==> src/rtl/clk_disp_pkg.sv <==
// Shared display constants and helpers for the board clock/display blocks.
// Seven-segment codes are {g,f,e,d,c,b,a}, active-high.
package clk_disp_pkg;

  localparam logic [6:0] SEG_BLANK = 7'h00;

  // Index n holds the segment code for decimal digit n.
  localparam logic [9:0][6:0] SEG_TABLE = {
    7'h6F, 7'h7F, 7'h07, 7'h7D, 7'h6D,
    7'h66, 7'h4F, 7'h5B, 7'h06, 7'h3F
  };

  localparam logic [5:0] SEC_MAX = 6'd59;
  localparam logic [5:0] MIN_MAX = 6'd59;
  localparam logic [4:0] HR_MAX  = 5'd23;

  typedef struct packed {
    logic [3:0] tens;
    logic [3:0] ones;
  } bcd2_t;

  // Binary 0..59 to two BCD digits; a compare chain keeps it divider-free.
  function automatic bcd2_t bin_to_bcd2(input logic [5:0] v);
    bcd2_t r;
    r.tens = 4'd0;
    if      (v >= 6'd50) r.tens = 4'd5;
    else if (v >= 6'd40) r.tens = 4'd4;
    else if (v >= 6'd30) r.tens = 4'd3;
    else if (v >= 6'd20) r.tens = 4'd2;
    else if (v >= 6'd10) r.tens = 4'd1;
    r.ones = 4'(v - 6'(r.tens) * 6'd10);
    return r;
  endfunction

endpackage

==> src/rtl/seg7_decode.sv <==
// BCD digit to seven-segment code; codes above 9 and blank both show nothing.
module seg7_decode
  import clk_disp_pkg::*;
(
  input  logic [3:0] bcd,
  input  logic       blank,
  output logic [6:0] seg
);

  always_comb begin
    seg = SEG_BLANK;
    if (!blank && bcd <= 4'd9) seg = SEG_TABLE[bcd];
  end

endmodule

==> src/rtl/hms_clock_mux.sv <==
// HH:MM:SS real-time clock kept in 24 h form, with button setting and a
// scanned seven-segment display (12 h or 24 h presentation).
module hms_clock_mux
  import clk_disp_pkg::*;
#(
  parameter int CLK_HZ     = 100_000_000,
  parameter int NUM_DIGITS = 6,
  parameter int SCAN_DIV   = 262144
) (
  input  logic                  clock,
  input  logic                  rst,
  input  logic                  run,
  input  logic                  inc_min,
  input  logic                  inc_hr,
  input  logic                  mode_12h,
  output logic [6:0]            disp,
  output logic [NUM_DIGITS-1:0] anode,
  output logic                  dp,
  output logic                  pm,
  output logic                  tick_1hz,
  output logic [5:0]            sec_o,
  output logic [5:0]            min_o,
  output logic [4:0]            hr_o
);

  localparam int TW  = (CLK_HZ > 1)     ? $clog2(CLK_HZ)     : 1;
  localparam int SW  = (SCAN_DIV > 1)   ? $clog2(SCAN_DIV)   : 1;
  localparam int IW  = (NUM_DIGITS > 1) ? $clog2(NUM_DIGITS) : 1;
  // A 4-digit display drops the seconds pair from the bottom of the list.
  localparam int OFS = 6 - NUM_DIGITS;

  logic [TW-1:0] tcnt, tcnt_n;
  logic [5:0]    sec, sec_n;
  logic [5:0]    mins, min_n;
  logic [4:0]    hr, hr_n;
  logic          carry;

  logic [SW-1:0] scnt;
  logic [IW-1:0] idx;
  logic          scan_wrap;

  // ---------------- timekeeping ----------------
  always_comb begin
    tcnt_n = tcnt;
    sec_n  = sec;
    min_n  = mins;
    hr_n   = hr;
    carry  = run && (tcnt == TW'(CLK_HZ - 1));

    if (run) tcnt_n = carry ? '0 : tcnt + 1'b1;

    if (carry) begin
      if (sec == SEC_MAX) begin
        sec_n = '0;
        if (mins == MIN_MAX) begin
          min_n = '0;
          hr_n  = (hr == HR_MAX) ? 5'd0 : hr + 5'd1;
        end else begin
          min_n = mins + 6'd1;
        end
      end else begin
        sec_n = sec + 6'd1;
      end
    end

    // Setting buttons win over the natural carry chain, which is dropped.
    if (inc_min) begin
      tcnt_n = '0;
      sec_n  = '0;
      min_n  = (mins == MIN_MAX) ? 6'd0 : mins + 6'd1;
      hr_n   = hr;
    end
    if (inc_hr) hr_n = (hr == HR_MAX) ? 5'd0 : hr + 5'd1;
  end

  always_ff @(posedge clock) begin
    if (!rst) begin
      tcnt     <= '0;
      sec      <= '0;
      mins     <= '0;
      hr       <= '0;
      tick_1hz <= 1'b0;
    end else begin
      tcnt     <= tcnt_n;
      sec      <= sec_n;
      mins     <= min_n;
      hr       <= hr_n;
      tick_1hz <= carry;
    end
  end

  assign sec_o = sec;
  assign min_o = mins;
  assign hr_o  = hr;

  // ---------------- display conversion ----------------
  logic [4:0]          hr_disp;
  bcd2_t               sec_b, min_b, hr_b;
  logic [5:0][3:0]     all_bcd;
  logic [5:0]          all_blank;
  logic [NUM_DIGITS-1:0][6:0] dig_seg;

  always_comb begin
    hr_disp = hr;
    if (mode_12h) begin
      if (hr == 5'd0)       hr_disp = 5'd12;
      else if (hr > 5'd12)  hr_disp = hr - 5'd12;
    end
  end

  assign sec_b = bin_to_bcd2(sec);
  assign min_b = bin_to_bcd2(mins);
  assign hr_b  = bin_to_bcd2({1'b0, hr_disp});

  assign all_bcd   = {hr_b.tens, hr_b.ones, min_b.tens, min_b.ones,
                      sec_b.tens, sec_b.ones};
  assign all_blank = {mode_12h && (hr_b.tens == 4'd0), 5'b0};

  for (genvar g = 0; g < NUM_DIGITS; g++) begin : g_dig
    seg7_decode u_seg (
      .bcd  (all_bcd[g+OFS]),
      .blank(all_blank[g+OFS]),
      .seg  (dig_seg[g])
    );
  end

  // ---------------- scan ----------------
  assign scan_wrap = (scnt == SW'(SCAN_DIV - 1));

  always_ff @(posedge clock) begin
    if (!rst) begin
      scnt  <= '0;
      idx   <= '0;
      disp  <= SEG_BLANK;
      anode <= '0;
      dp    <= 1'b0;
      pm    <= 1'b0;
    end else begin
      scnt <= scan_wrap ? '0 : scnt + 1'b1;
      if (scan_wrap) idx <= (idx == IW'(NUM_DIGITS - 1)) ? '0 : idx + 1'b1;
      disp  <= dig_seg[idx];
      anode <= NUM_DIGITS'(1) << idx;
      dp    <= ~sec[0];
      pm    <= (hr >= 5'd12);
    end
  end

endmodule
==> config.mk <==
export PLATFORM = sky130hd
export DESIGN_NAME = hms_clock_mux
export DESIGN_NICKNAME = d
export VERILOG_FILES = /design/src/rtl/clk_disp_pkg.sv /design/src/rtl/seg7_decode.sv /design/src/rtl/hms_clock_mux.sv
export SDC_FILE = /design/constraint.sdc
export NUM_CORES = 1
export LEC_CHECK = 0
export ABC_AREA = 1
export BUFFER_PORTS_ARGS = -buffer_cell sky130_fd_sc_hd__buf_2
export CAP_MARGIN = 30
export CORE_MARGIN = 1
export CORE_UTILIZATION = 46
export CTS_BUF_LIST = sky130_fd_sc_hd__clkbuf_2 sky130_fd_sc_hd__clkbuf_4 sky130_fd_sc_hd__clkbuf_8
export CTS_CLUSTER_DIAMETER = 200
export CTS_CLUSTER_SIZE = 16
export DETAILED_ROUTE_END_ITERATION = 7
export GPL_TIMING_DRIVEN = 0
export SYNTH_ARGS = -nofsm -noshare
export SYNTH_HDL_FRONTEND = slang
export SYNTH_HIERARCHICAL = 1
export SYNTH_SLANG_ARGS = --single-unit
==> constraint.sdc <==
create_clock -name clock -period 10.51 [get_ports clock]
set_clock_uncertainty 0.2 [all_clocks]
set_input_delay 0 -clock clock [delete_from_list [all_inputs] [get_ports clock]]
set_output_delay 0 -clock clock [all_outputs]
set_load 0.05 [all_outputs]
; Word level (Yosys, flattened, before mapping)
; Memories as Yosys holds them, arrays and structs flattened.
; Cells that the tools add are included.
[classes]
n_addsub = 10
n_mul = 3
n_div = 0
n_lt_le_gt_ge = 30
eq_ne = 7
n_shift = 1
n_mux = 45
bitwise_logic = 2
n_reduce_logical = 15
[op_table]
columns = op, n
row1 = 7-bit 2-to-1 mux, 13
row2 = 5-bit 2-to-1 mux, 9
row3 = 6-bit 2-to-1 mux, 5
row4 = 27-bit by 1-bit adder with 27-bit output (second input constant), 1
row5 = 27-bit equality test (second input constant), 1
row6 = 27-bit 2-to-1 mux, 1
row7 = 6-bit by 5-bit >= comparator with 1-bit output (second input constant), 4
row8 = 6-bit >= comparator (second input constant), 4
row9 = 7-bit binary-select mux with 3-bit select, 1
row10 = 3-bit 2-to-1 mux, 7
row11 = 18-bit by 1-bit adder with 18-bit output (second input constant), 1
row12 = 18-bit equality test (second input constant), 1
row13 = 3-bit by 5-bit less-than comparator with 1-bit output (second input constant), 3
row14 = 4-bit by 5-bit less-than comparator with 1-bit output (second input constant), 3
row15 = 6-bit by 1-bit adder with 6-bit output (second input constant), 2
row16 = 6-bit equality test (second input constant), 2
row17 = 5-bit by 6-bit >= comparator with 1-bit output (second input constant), 2
row18 = 6-bit by 4-bit >= comparator with 1-bit output (second input constant), 2
row19 = 3-bit by 4-bit <= comparator with 1-bit output (second input constant), 3
row20 = 4-bit <= comparator (second input constant), 3
row21 = 2-bit 2-to-1 mux, 6
row22 = 4-bit subtractor, 3
row23 = 5-bit by 4-bit >= comparator with 1-bit output (second input constant), 2
row24 = 5-bit >= comparator (second input constant), 2
row25 = 20 further kinds, 32
[word_totals]
ff_bits = 81
latchBits = 0
ram_bits = 0
rom_bits = 672
out_inout_bits = 33
mem_count = 6
[memory_table]
columns = name, words, word_bits, read_ports, rd_clocked_by_memory_dff, write_ports, line
row1 = (name not given), 16, 7, 1, 0, 0, seg7_decode.sv:12  ; if (!blank && bcd <= 4'd9) seg = SEG_TABLE[bcd];
row2 = (name not given), 16, 7, 1, 0, 0, seg7_decode.sv:12
row3 = (name not given), 16, 7, 1, 0, 0, seg7_decode.sv:12
row4 = (name not given), 16, 7, 1, 0, 0, seg7_decode.sv:12
row5 = (name not given), 16, 7, 1, 0, 0, seg7_decode.sv:12
row6 = (name not given), 16, 7, 1, 0, 0, seg7_decode.sv:12

; Longest topological paths before layout
; Gate-level depths: netlist (run 1).
[depth]
ltp_word = 17
depth_mapped = 23
depth_no_buf = 23

; Hierarchy
; Netlist (run 1), hierarchy kept.
[by_module_without_submodules]
columns = mod, n_inst, cells_per_inst, area_each_um2, seq_area_each_um2
row1 = hms_clock_mux, 1, 628, 4500.6, 1621.6
row2 = seg7_decode at g_dig[0].u_seg ..., 4, 38, 214.0, 0.0
row3 = seg7_decode at g_dig[4].u_seg ..., 2, 39, 226.5, 0.0

; Worst setup path before layout (run 1)
; No wires, ideal clock.
[synth_path]
path_type = register to register
start = register sec[3] (netlist: sec_o[3])
end = register disp[4]
t_arrival_ns = 3.423
t_required_ns = 10.191
path_slack_ns = 6.768
stages_incl_launch_ff = 18
cell_sequence = dfxtp_1 clkbuf_1 inv_1 a21oi_1 o21ai_0 ha_1 fa_1 xnor2_1 xor2_1 inv_1 nand2_1 nand2_1 o21ai_0 nor2_1 a22oi_1 nand3_1 nand2_1 nand3_1
[synth_lines]
columns = item, line
row1 = from (decl), hms_clock_mux.sv:33  ; logic [5:0] sec, sec_n;
row2 = from (signal assigned), hms_clock_mux.sv:85  ; sec <= sec_n;
row3 = to (signal assigned), hms_clock_mux.sv:141  ; disp <= dig_seg[idx];
row4 = to (decl), hms_clock_mux.sv:16  ; output logic [6:0] disp,

==> metrics.txt, run 1 <==
Avg Vias per Cell about 4.8; Highest Clock Rate about 0.25 GHz; count leader, synth nor2_1; Yosys top cell by area dfxtp_1; Synth Instances 858; synthesized flop and latch total 81; height of the die between 100 and 150 microns; Clock power frac roughly a third; Sequential Power Share around half; vias in the first global route a little under 5000; Sw Ratio a little under a third; Fin. Hold Viols 0; Reg clk slew, reported paths 0.09 ns; Initial Util roughly 48%; drt pass-1 iters 5; Worst-Skew Late Latency approximately 0.37 ns; Post-synth top flop dfxtp_1; WP data required between 10 and 15 ns; Worst setup SP type register; Die Wd 114 microns; GR Overflow Total 0; gpl congestion roughly 0.9; P_int 436 uW; Pleak between 0.003 and 0.004 uW; First DRT Iteration DRCs approximately 300; Slew HR approximately 54%; global-route wire length before repair ~21 mm; die area 13100 sq um; syn_area_per_cell slightly below 7 sq um; slew of the pin with the lowest slew margin a little under 0.7 ns; worst hold slack between 0.1 and 0.15 ns; Slew Viols, Final 0; initial antenna violation count 0; Layout area overhead 12.0%; status finished clean; Seq/Total Area, Yosys around 28%; drt wl/cell about 11 microns; largest net degree at the start of global routing 16; Design Power 635 uW; row count 40; total CTS buffers 9; Post-DP HPWL roughly 9.7 mm; CTS tree yes; post-route ant nets 0; Fillers 1239; maximum VDD drop 0.0864 mV; final worst slack ~6.5 ns; Critical Path Fanout Max 9; post-route clock period utilization 38.5%; P_sw approximately 200 uW; drt drc 0; Post-synth top cells nor2_1 (144), nand2_1 (140), inv_1 (120), dfxtp_1 (81), nand3_1 (77); clk buf depth 2; Synth Cell Area around 5800 sq um; number of distinct library cells after synthesis 43; Setup-failing EPs final 0; Place WS ~6.5 ns; final wirelength ~12 mm; io pins 39; Nets approximately 990; Crit. End Element register; final setup TNS 0 ns; max cap viols 0; Syn. warnings 6; ranking of synthesized cells by area dfxtp_1 (28%), ha_1 (10%), nor2_1 (9.3%); fin crit period around 4 ns; Reg area around 1600 sq um; RSZ-0062 raised after global routing no; Async SR Flop Fraction 0%; All-Layer GR Usage between 20% and 30%; Layout Cells excl Fill about 1100; Logic pwr share 16.3%; power per cell area ~98 nW/um^2; H-Tree Level Count 3; Resized cells post-CTS 0; flop2flop setup slack around 6.5 ns; top-area cell type share of the netlist area between 20 and 30%; hold crit path type primary input to register; share of layout cells above drive strength 1 15.0%; root buf cell clkbuf_8; clock sinks around 80; routed via count ~5300; IO Port Bufs 36; Antenna diodes 0; CP arrival approximately 4.1 ns; Post-synth EDFFs 0; area of the multi-input gates between 3000 and 4000 sq um; core area 12200 sq um; placed cell count 1082; kind of critical path register to register
final cells by class:
type                    instances  area share, %
plain buffers                  13           1.25
flip-flops and latches         81           24.9
clock inverters                 6          0.788
inverters                     131           7.56
clock buffers                  10           2.02
well taps                     168           3.23
repair buffers                 41           3.54
multi-input cells             653           56.7
cells by family after synthesis:
group,count (synthesis),share of synthesized area [%]
flops,81,27.9
compound gates,104,10.6
buf+inv,144,9.86
simple gates,453,36.6
other cells,1,0.0646
xor+xnor,25,3.77
fa+ha+maj,50,11.2
worst paths after layout:
kind	start	endpoint	cells after the start
max	sec_o[3]	disp[4]	17
min	mode_12h	disp[5]	8
max reg2reg	sec_o[3]	disp[4]	17
min reg2reg	scnt[0]	scnt[0]	1
flip-flops by register name (all words and copies together), names as in the netlist, 3 cells and up:
name / flops
scnt: 18
sec_o: 6
tcnt: 27
idx: 3
disp: 7
hr_o: 5
anode: 6
min_o: 6
cells in the final DEF, fill, tap and decap left out, types with 7 or more instances in the layout:
master,count
a21oi_1,44
a22oi_1,7
buf_2,37
clkbuf_1,7
clkbuf_8,9
conb_1,21
dfxtp_1,81
ha_1,47
inv_1,120
inv_2,10
nand2_1,140
nand2_2,10
nand2_4,8
nand3_1,77
nand4_1,10
nor2_1,144
nor2_2,26
nor3_1,14
o21ai_0,29
o21ai_2,13
xnor2_1,7
xor2_1,18
critical path, stage by stage (launching register included):
cell      delay [ns]
dfxtp_1         0.32
clkbuf_1        0.32
inv_1           0.08
a21oi_1         0.55
o21ai_0         0.40
ha_1            0.31
fa_1            0.37
xnor2_1         0.17
xor2_1          0.29
inv_1           0.14
nand2_1         0.10
nand2_1         0.05
o21ai_0         0.11
nor2_1          0.08
a22oi_1         0.20
nand3_1         0.11
nand2_1         0.07
nand3_1         0.06
per-layer routing:
metal | wire length [microns] | share of wire, % | vias up | GRT usage [%]
met2 | 5830 | 47 | 80 | 34.9
met3 | 347 | 2.8 | 21 | 3.60
met4 | 253 | 2.1 | 0 | 8.92
li1 | - | - | 2853 | -
met1 | 5850 | 48 | 2340 | 24.0
met5 | 0 | 0 | - | 0
timing repair:
| item | CTS | global route |
|---|---|---|
| hold buffers | 5 | 0 |
| setup buffers | 0 | 0 |
| endpoints found under the hold margin | 59 | 0 |
metrics by stage:
stage	instance area (sq um)	util (%)
2_1_floorplan	5880	-
3_3_place_gp	6270	51.6
3_5_place_dp	6270	51.6
4_1_cts	6510	53.5
5_1_grt	6510	53.5
6_report	6510	53.5
power groups by stage:
stage               logic (uW)  registers (uW)  clock network, uW
floorplan                 72.9             331                  0
global placement           100             321                  0
detailed placement         102             322                  0
CTS                        104             314                225
global route               118             315                238
finish                     103             314                217
Power figures use the tool's default switching activity.
==> run 2, diff against run 1 <==
--- a/config.mk
+++ b/config.mk
@@ -5,7 +5,7 @@
 export SDC_FILE = /design/constraint.sdc
 export NUM_CORES = 1
 export LEC_CHECK = 0
-export ABC_AREA = 1
+export ABC_AREA = 0
 export BUFFER_PORTS_ARGS = -buffer_cell sky130_fd_sc_hd__buf_2
 export CAP_MARGIN = 30
 export CORE_MARGIN = 1
@@ -15,6 +15,7 @@
 export CTS_CLUSTER_SIZE = 16
 export DETAILED_ROUTE_END_ITERATION = 7
 export GPL_TIMING_DRIVEN = 0
+export PLACE_DENSITY = 0.66
 export SYNTH_ARGS = -nofsm -noshare
 export SYNTH_HDL_FRONTEND = slang
 export SYNTH_HIERARCHICAL = 1
==> constraint.sdc (replaced) <==
create_clock -name clock -period 3.25 [get_ports clock]
set_clock_uncertainty 0.2 [all_clocks]
set_input_delay 0 -clock clock [delete_from_list [all_inputs] [get_ports clock]]
set_output_delay 0 -clock clock [all_outputs]
set_load 0.05 [all_outputs]
==> run 2 against run 1 <==
  * The flow now finishes with violations (setup timing)
  * Die area fell by 2.1%
  * Sequential cell count did not move
  * Register-to-register slack got worse by 7.1 ns
  * Area after synthesis fell by 2.1%
  * Hold slack improved by 0.15 ns
  * Utilization rose by 1.8 points
  * Clock power rose to 2.9 times the previous value
  * Critical path depth fell by 1
==> metrics.txt, run 2 <==
Sequential Power Share 51.5% (was 49.5%); GR Overflow Total 0 (unchanged); final worst slack -0.673 ns (was 6.46 ns); CP arrival 3.98 ns (was 4.11 ns); Critical Path Fanout Max 4 (was 9); fin util 55.3% (was 53.5%); gpl congestion 0.888 (was 0.911); Worst setup SP type register (unchanged); Post-synth EDFFs 0 (unchanged); Post-synth top flop dfxtp_1 (unchanged); vias in the first global route 4676 (was 4860); Yosys top cell by area dfxtp_1 (unchanged); Hold Crit Depth 1 (was 8); Post-DP HPWL 9.48 mm (was 9.70 mm); Syn. warnings 6 (unchanged); Fillers 1111 (was 1239); power per cell area 296 nW/um^2 (was 97.6 nW/um^2); drt drc 0 (unchanged); synthesized flop and latch total 81 (unchanged); maximum VDD drop 0.238 mV (was 0.0864 mV); number of distinct library cells after synthesis 68 (was 43); Seq/Total Area, Yosys 28.5% (was 27.9%); Setup-failing EPs final 7 (was 0); initial antenna violation count 0 (unchanged); height of the die 113 microns (was 114 microns); Post-synth top cells nor2_1 (90), dfxtp_1 (81), inv_1 (54), ha_1 (47) (was nor2_1 (144), nand2_1 (140), inv_1 (120), dfxtp_1 (81), nand3_1 (77)); Nets 817 (was 986); io pins 39 (unchanged); P_sw 584 uW (was 199 uW); post-synthesis xor/xnor area fraction 7.70% (was 3.77%); Logic pwr share 16.7% (was 16.3%); Setup crit start min_o[3] (was sec_o[3]); max cap viols 0 (unchanged); post-route ant nets 0 (unchanged); drt pass-1 iters 4 (was 5); Pleak 0.00265 uW (was 0.00307 uW); Die Wd 113 microns (was 114 microns); Worst-Skew Late Latency 0.38 ns (was 0.37 ns); First DRT Iteration DRCs 222 (was 301); Synth Cell Area 5690 sq um (was 5810 sq um); reg2reg path depth 16 (was 17); clk buf depth 2 (unchanged); Reg area 1660 sq um (was 1620 sq um); Reg clk slew, reported paths 0.08 ns (was 0.09 ns); worst reg2reg endpoint disp[6] (was disp[4]); Fin. Hold Viols 0 (unchanged); Synth Instances 677 (was 858); Slew Viols, Final 0 (unchanged); Worst Hold Endpoint scnt[0] (was disp[5]); Synth Area in Compound Gates 18.0% (was 10.6%); All-Layer GR Usage 21.5% (was 20.0%); most flop-heavy register tcnt (unchanged); Async SR Flop Fraction 0% (unchanged); IO Port Bufs 36 (unchanged); RSZ-0062 raised after global routing yes (was no); hold crit path type register to register (was primary input to register); share of layout cells above drive strength 1 21.7% (was 15.0%); final wirelength 12.8 mm (was 12.3 mm); count leader, synth nor2_1 (unchanged); largest net degree at the start of global routing 13 (was 16); top-area cell type share of the netlist area 28.5% (was 27.9%); clock sinks 81 (unchanged); status finished, violations left (was finished clean); fin crit period 3.92 ns (was 4.05 ns); number of flip-flops under the largest register name 27 (unchanged); Reg-to-Reg Start min_o[3] (was sec_o[3]); Top Registers tcnt (27), scnt (18), disp (7) (unchanged); Synth Area in Simple Gates 23.2% (was 36.6%); drt wl/cell 14.1 microns (was 11.1 microns); Sw Ratio 29.7% (was 31.4%); commonest non-fill, non-tap cell in the layout nor2_1 (unchanged); Adder-Cell Fraction of Synth Area 11.6% (was 11.2%); routed via count 4937 (was 5294); area of the multi-input gates 3890 sq um (was 3690 sq um); H-Tree Level Count 3 (unchanged); total CTS buffers 9 (unchanged); flop2flop setup slack -0.67 ns (was 6.46 ns); row count 40 (unchanged); die area 12800 sq um (was 13100 sq um); core area 12000 sq um (was 12200 sq um); Antenna diodes 0 (unchanged); Initial Util 47.3% (was 47.8%); Clock power frac 31.8% (was 34.2%); root buf cell clkbuf_8 (unchanged); mux contribution to synthesized area 4.01% (was 0%); CTS tree yes (unchanged); Highest Clock Rate 0.255 GHz (was 0.247 GHz); ranking of synthesized cells by area dfxtp_1 (29%), ha_1 (10%), nor2_1 (5.9%) (was dfxtp_1 (28%), ha_1 (10%), nor2_1 (9.3%)); kind of critical path register to register (unchanged); P_int 1380 uW (was 436 uW); Crit. End Element register (unchanged); failing checks setup timing; WP data required 3.31 ns (was 10.58 ns); Slew HR 42.8% (was 54.1%); Layout area overhead 16.9% (was 12.0%); hold_sp scnt[0] (was mode_12h); slew of the pin with the lowest slew margin 0.850 ns (was 0.689 ns); most frequent cells in the layout nor2_1 (90), dfxtp_1 (65), inv_1 (52), nand2_1 (45), ha_1 (45) (was nor2_1 (144), nand2_1 (140), inv_1 (120), dfxtp_1 (81), nand3_1 (77)); main combinational cell family by area after synthesis simple AND/OR/NAND/NOR gates (unchanged); post-route clock period utilization 121% (was 38.5%); syn_area_per_cell 8.40 sq um (was 6.77 sq um); global-route wire length before repair 21.9 mm (was 21.1 mm); Avg Vias per Cell 5.42 (was 4.80); Place WS -0.928 ns (was 6.47 ns)
-- run 2: kinds of logic after synthesis --
group                    Yosys count
AO/OA/AOI/OAI                    133
buffers and inverters             91
AND/OR/NAND/NOR                  256
multiplexers                      14
XOR/XNOR                          50
other                              1
adder cells (fa/ha/maj)           51
flip-flops                        81
-- run 2: power groups by stage --
stage	sequential, uW	clock [uW]	combinational, uW
floorplan	1060	0	204
global placement	1040	0	289
detailed placement	1040	0	298
CTS	1010	652	318
global route	1010	693	363
finish	1010	626	328
-- run 2: final cells by class --
type / count / share of cell area [%]
inverters: 60 / 3.46
clock inverters: 5 / 0.377
flip-flops and latches: 81 / 25.0
repair buffers: 58 / 5.39
clock buffers: 9 / 1.86
multi-input cells: 524 / 58.5
plain buffers: 27 / 2.65
well taps: 147 / 2.77
-- run 2: metrics by stage --
step / instance area [sq um] / setup TNS (ns) / total power [uW] / hold WS, ns / instances
after detailed placement: 6270 / -6.08 / 1340 / 0.141 / 879
final: 6650 / -4.30 / 1970 / 0.259 / 911
after floorplan: 5900 / -3.37 / 1270 / -0.0481 / 696
after CTS: 6600 / -4.26 / 1980 / 0.266 / 908
after global routing: 6650 / -5.72 / 2070 / 0.290 / 911
after global placement: 6270 / -5.22 / 1330 / 0.121 / 879
-- run 2: how the worst max path moves through the flow --
stage | to | slack [ns]
floorplan | disp[1] | -0.51
global placement | disp[1] | -0.79
detailed placement | disp[6] | -0.93
CTS | disp[2] | -0.65
global route | disp[0] | -0.85
finish | disp[6] | -0.67
-- run 2: worst max-delay path: stages, from the launching register on --
cell	delay, ns
dfxtp_4	0.35
clkbuf_16	0.14
nor4_4	0.27
a21oi_2	0.06
nor3_2	0.23
a221oi_4	0.05
ha_2	0.19
fa_2	0.40
xor2_2	0.19
xnor2_2	0.27
inv_2	0.09
o31ai_4	0.27
buf_4	0.18
a21oi_2	0.03
mux4_2	0.47
a222oi_1	0.34
inv_1	0.07
-- run 2: what timing repair did --
action,in CTS,in global routing
pin swaps,16,5
hold buffers,5,0
endpoints found under the hold margin,23,0
buffers inserted,14,3
gates resized for setup,10,5
endpoints found under the setup margin,7,7
-- run 2: layer usage --
metal  part of all wire [%]  track usage (%)  vias up
met2                     50             37.0       73
met4                    2.7             9.74        0
li1                       -                -     2495
met3                    3.0             4.12       19
met1                     45             25.9     2350
met5                      0                0        -
==> run 3, diff against run 2 <==
--- a/config.mk
+++ b/config.mk
@@ -15,7 +15,6 @@
 export CTS_CLUSTER_SIZE = 16
 export DETAILED_ROUTE_END_ITERATION = 7
 export GPL_TIMING_DRIVEN = 0
-export PLACE_DENSITY = 0.66
 export SYNTH_ARGS = -nofsm -noshare
 export SYNTH_HDL_FRONTEND = slang
 export SYNTH_HIERARCHICAL = 1
==> constraint.sdc (replaced) <==
create_clock -name clock -period 3.62 [get_ports clock]
set_clock_uncertainty 0.2 [all_clocks]
set_input_delay 0 -clock clock [delete_from_list [all_inputs] [get_ports clock]]
set_output_delay 0 -clock clock [all_outputs]
set_load 0.05 [all_outputs]
==> run 3 against run 2 <==
  * The run still ends with setup timing left
  * Utilization is 1.0 points higher
  * Count of clock-buffer cells in the layout is 3 higher
  * Cell area is 1.8% higher
  * Worst setup slack better by 0.52 ns
  * Critical path depth is 1 higher
  * Fmax is 4.0% higher
  * Register-to-register slack better by 0.52 ns
  * Sequential share of layout area is 0.37 points lower
  * Critical endpoint is now disp[4]
  * Largest cell class unchanged
==> metrics.txt, run 3 (synthesis gave the netlist of run 2 again) <==
die area 12800 sq um (unchanged); Slew HR 42.9% (was 42.8%); routed via count 4952 (was 4937); clk buf depth 2 (unchanged); power per cell area 287 nW/um^2 (was 296 nW/um^2); largest net degree at the start of global routing 13 (unchanged); RSZ-0062 raised after global routing yes (unchanged); Top Registers tcnt (27), scnt (18), disp (7) (unchanged); CP peak stage delay 0.47 ns (about the same); Nets 819 (was 817); Die Wd 113 microns (unchanged); Initial Util 47.3% (unchanged); most flop-heavy register tcnt (unchanged); hold crit path type register to register (unchanged); clock sinks 81 (unchanged); Worst setup SP type register (unchanged); status finished, violations left (unchanged); total CTS buffers 9 (unchanged); io pins 39 (unchanged); IO Port Bufs 36 (unchanged); worst path bufs/invs 4 (unchanged); Avg Vias per Cell 5.42 (about the same); root buf cell clkbuf_8 (unchanged); global-route wire length before repair 22.1 mm (was 21.9 mm); row count 40 (unchanged); Worst-Skew Late Latency 0.37 ns (was 0.38 ns); final worst slack -0.153 ns (was -0.673 ns); post-route ant nets 0 (unchanged); drt wl/cell 14.1 microns (about the same); Place WS -0.559 ns (was -0.928 ns); height of the die 113 microns (unchanged); Layout Cells excl Fill 914 (was 911); CTS tree yes (unchanged); All-Layer GR Usage 21.5% (about the same); WP data required 3.66 ns (was 3.31 ns); max cap viols 0 (unchanged); crit path max-delay cell type mux4_2 (unchanged); Largest delay share family, worst path compound AO/OA/AOI/OAI gates (unchanged); post-route clock period utilization 104% (was 121%); Reg clk slew, reported paths 0.09 ns (was 0.08 ns); Layout area overhead 19.0% (was 16.9%); drt pass-1 iters 5 (was 4); Crit. End Element register (unchanged); Antenna diodes 0 (unchanged); number of flip-flops under the largest register name 27 (unchanged); Fillers 1118 (was 1111); Pleak 0.00270 uW (was 0.00265 uW); final wirelength 12.9 mm (was 12.8 mm); First DRT Iteration DRCs 199 (was 222); crit-path cells clkbuf_16, nor4_4, a21oi_2, nor3_2, a221oi_4, ha_2, fa_2, xor2_2, xnor2_2, buf_4, a21oi_4, o31ai_4, buf_6, a211oi_2, mux4_2, a222oi_1, inv_1 (was clkbuf_16, nor4_4, a21oi_2, nor3_2, a221oi_4, ha_2, fa_2, xor2_2, xnor2_2, inv_2, o31ai_4, buf_4, a21oi_2, mux4_2, a222oi_1, inv_1); failing checks setup timing (unchanged); most frequent cells in the layout nor2_1 (90), dfxtp_1 (65), inv_1 (51), a21oi_1 (44), nand2_1 (44) (was nor2_1 (90), dfxtp_1 (65), inv_1 (52), nand2_1 (45), ha_1 (45)); fin crit period 3.77 ns (was 3.92 ns); gpl congestion 0.795 (was 0.888); final setup TNS -0.615 ns (was -4.30 ns); Post-DP HPWL 9.52 mm (was 9.48 mm); kind of critical path register to register (unchanged); CP arrival 3.81 ns (was 3.98 ns); maximum VDD drop 0.229 mV (was 0.238 mV); placed cell count 879 (unchanged); drt drc 0 (unchanged); commonest non-fill, non-tap cell in the layout nor2_1 (unchanged); share of layout cells above drive strength 1 23.2% (was 21.7%); H-Tree Level Count 3 (unchanged); Critical Path Fanout Max 7 (was 4); Fin. Hold Viols 0 (unchanged); worst hold slack 0.260 ns (was 0.259 ns); Highest Clock Rate 0.265 GHz (was 0.255 GHz); slew of the pin with the lowest slew margin 0.854 ns (was 0.850 ns); core area 12000 sq um (unchanged); GR Overflow Total 0 (unchanged); vias in the first global route 4701 (was 4676); Slew Viols, Final 0 (unchanged); initial antenna violation count 0 (unchanged); Setup-failing EPs final 7 (unchanged)
==> run 3: cell count changes in the layout (fill, tap and decap cells not counted), moves of 3 or more <==
| cell | previous run | this run |
|---|---|---|
| ha_1 | 45 | 41 |
| a21oi_2 | 5 | 2 |
| ha_2 | 1 | 5 |
| clkbuf_4 | 0 | 3 |
| clkinv_2 | 5 | 1 |
| a21oi_1 | 41 | 44 |
==> run 3: cell type report <==
cell class / instances / area, sq um / area share (%)
Clock inverter: 3 / 65.1 / 0.962
Inverter: 60 / 230 / 3.40
Tap cell: 147 / 184 / 2.72
Clock buffer: 12 / 153 / 2.26
Sequential cell: 81 / 1670 / 24.6
Timing Repair Buffer: 60 / 377 / 5.57
Multi-Input combinational cell: 524 / 3910 / 57.8
Buffer: 27 / 183 / 2.70
==> run 3: worst paths after layout <==
path	to	from	slack, ns	cells past startpoint
worst min register to register	scnt[0]	scnt[0]	0.26	1
worst max register to register	disp[4]	min_o[3]	-0.15	17
worst max-delay path	disp[4]	min_o[3]	-0.15	17
worst min-delay path	scnt[0]	scnt[0]	0.26	1
==> run 3: stage by stage <==
| step | power [uW] | util (%) | area [sq um] |
|---|---|---|---|
| 2_1_floorplan | 1140 | - | 5900 |
| 3_3_place_gp | 1190 | 52.2 | 6270 |
| 3_5_place_dp | 1200 | 52.2 | 6270 |
| 4_1_cts | 1960 | 55.3 | 6640 |
| 5_1_grt | 2030 | 56.3 | 6770 |
| 6_report | 1940 | 56.3 | 6770 |
==> run 3: routing by layer <==
| layer | wire (microns) | share of wire [%] | track usage (%) | up-vias |
|---|---|---|---|---|
| li1 | - | - | - | 2505 |
| met1 | 5820 | 45 | 26.3 | 2354 |
| met2 | 6470 | 50 | 38.3 | 79 |
| met3 | 422 | 3.3 | 3.96 | 14 |
| met4 | 201 | 1.6 | 6.40 | 0 |
| met5 | 0 | 0 | 0 | - |
==> run 3: power breakdown <==
group | switching (uW) | internal [uW] | leakage, uW
sequential | 9.30 | 898 | 0.000667
clock | 321 | 418 | 0.000113
combinational | 186 | 108 | 0.00192
total | 517 | 1420 | 0.00270
==> run 3: repair_timing <==
action / CTS / global route
setup endpoints to repair: 7 / 7
pin swaps: 14 / 13
hold buffers: 5 / 0
cloned: 0 / 0
setup buffers: 12 / 7
endpoints found under the hold margin: 18 / 0
resized for setup: 9 / 24
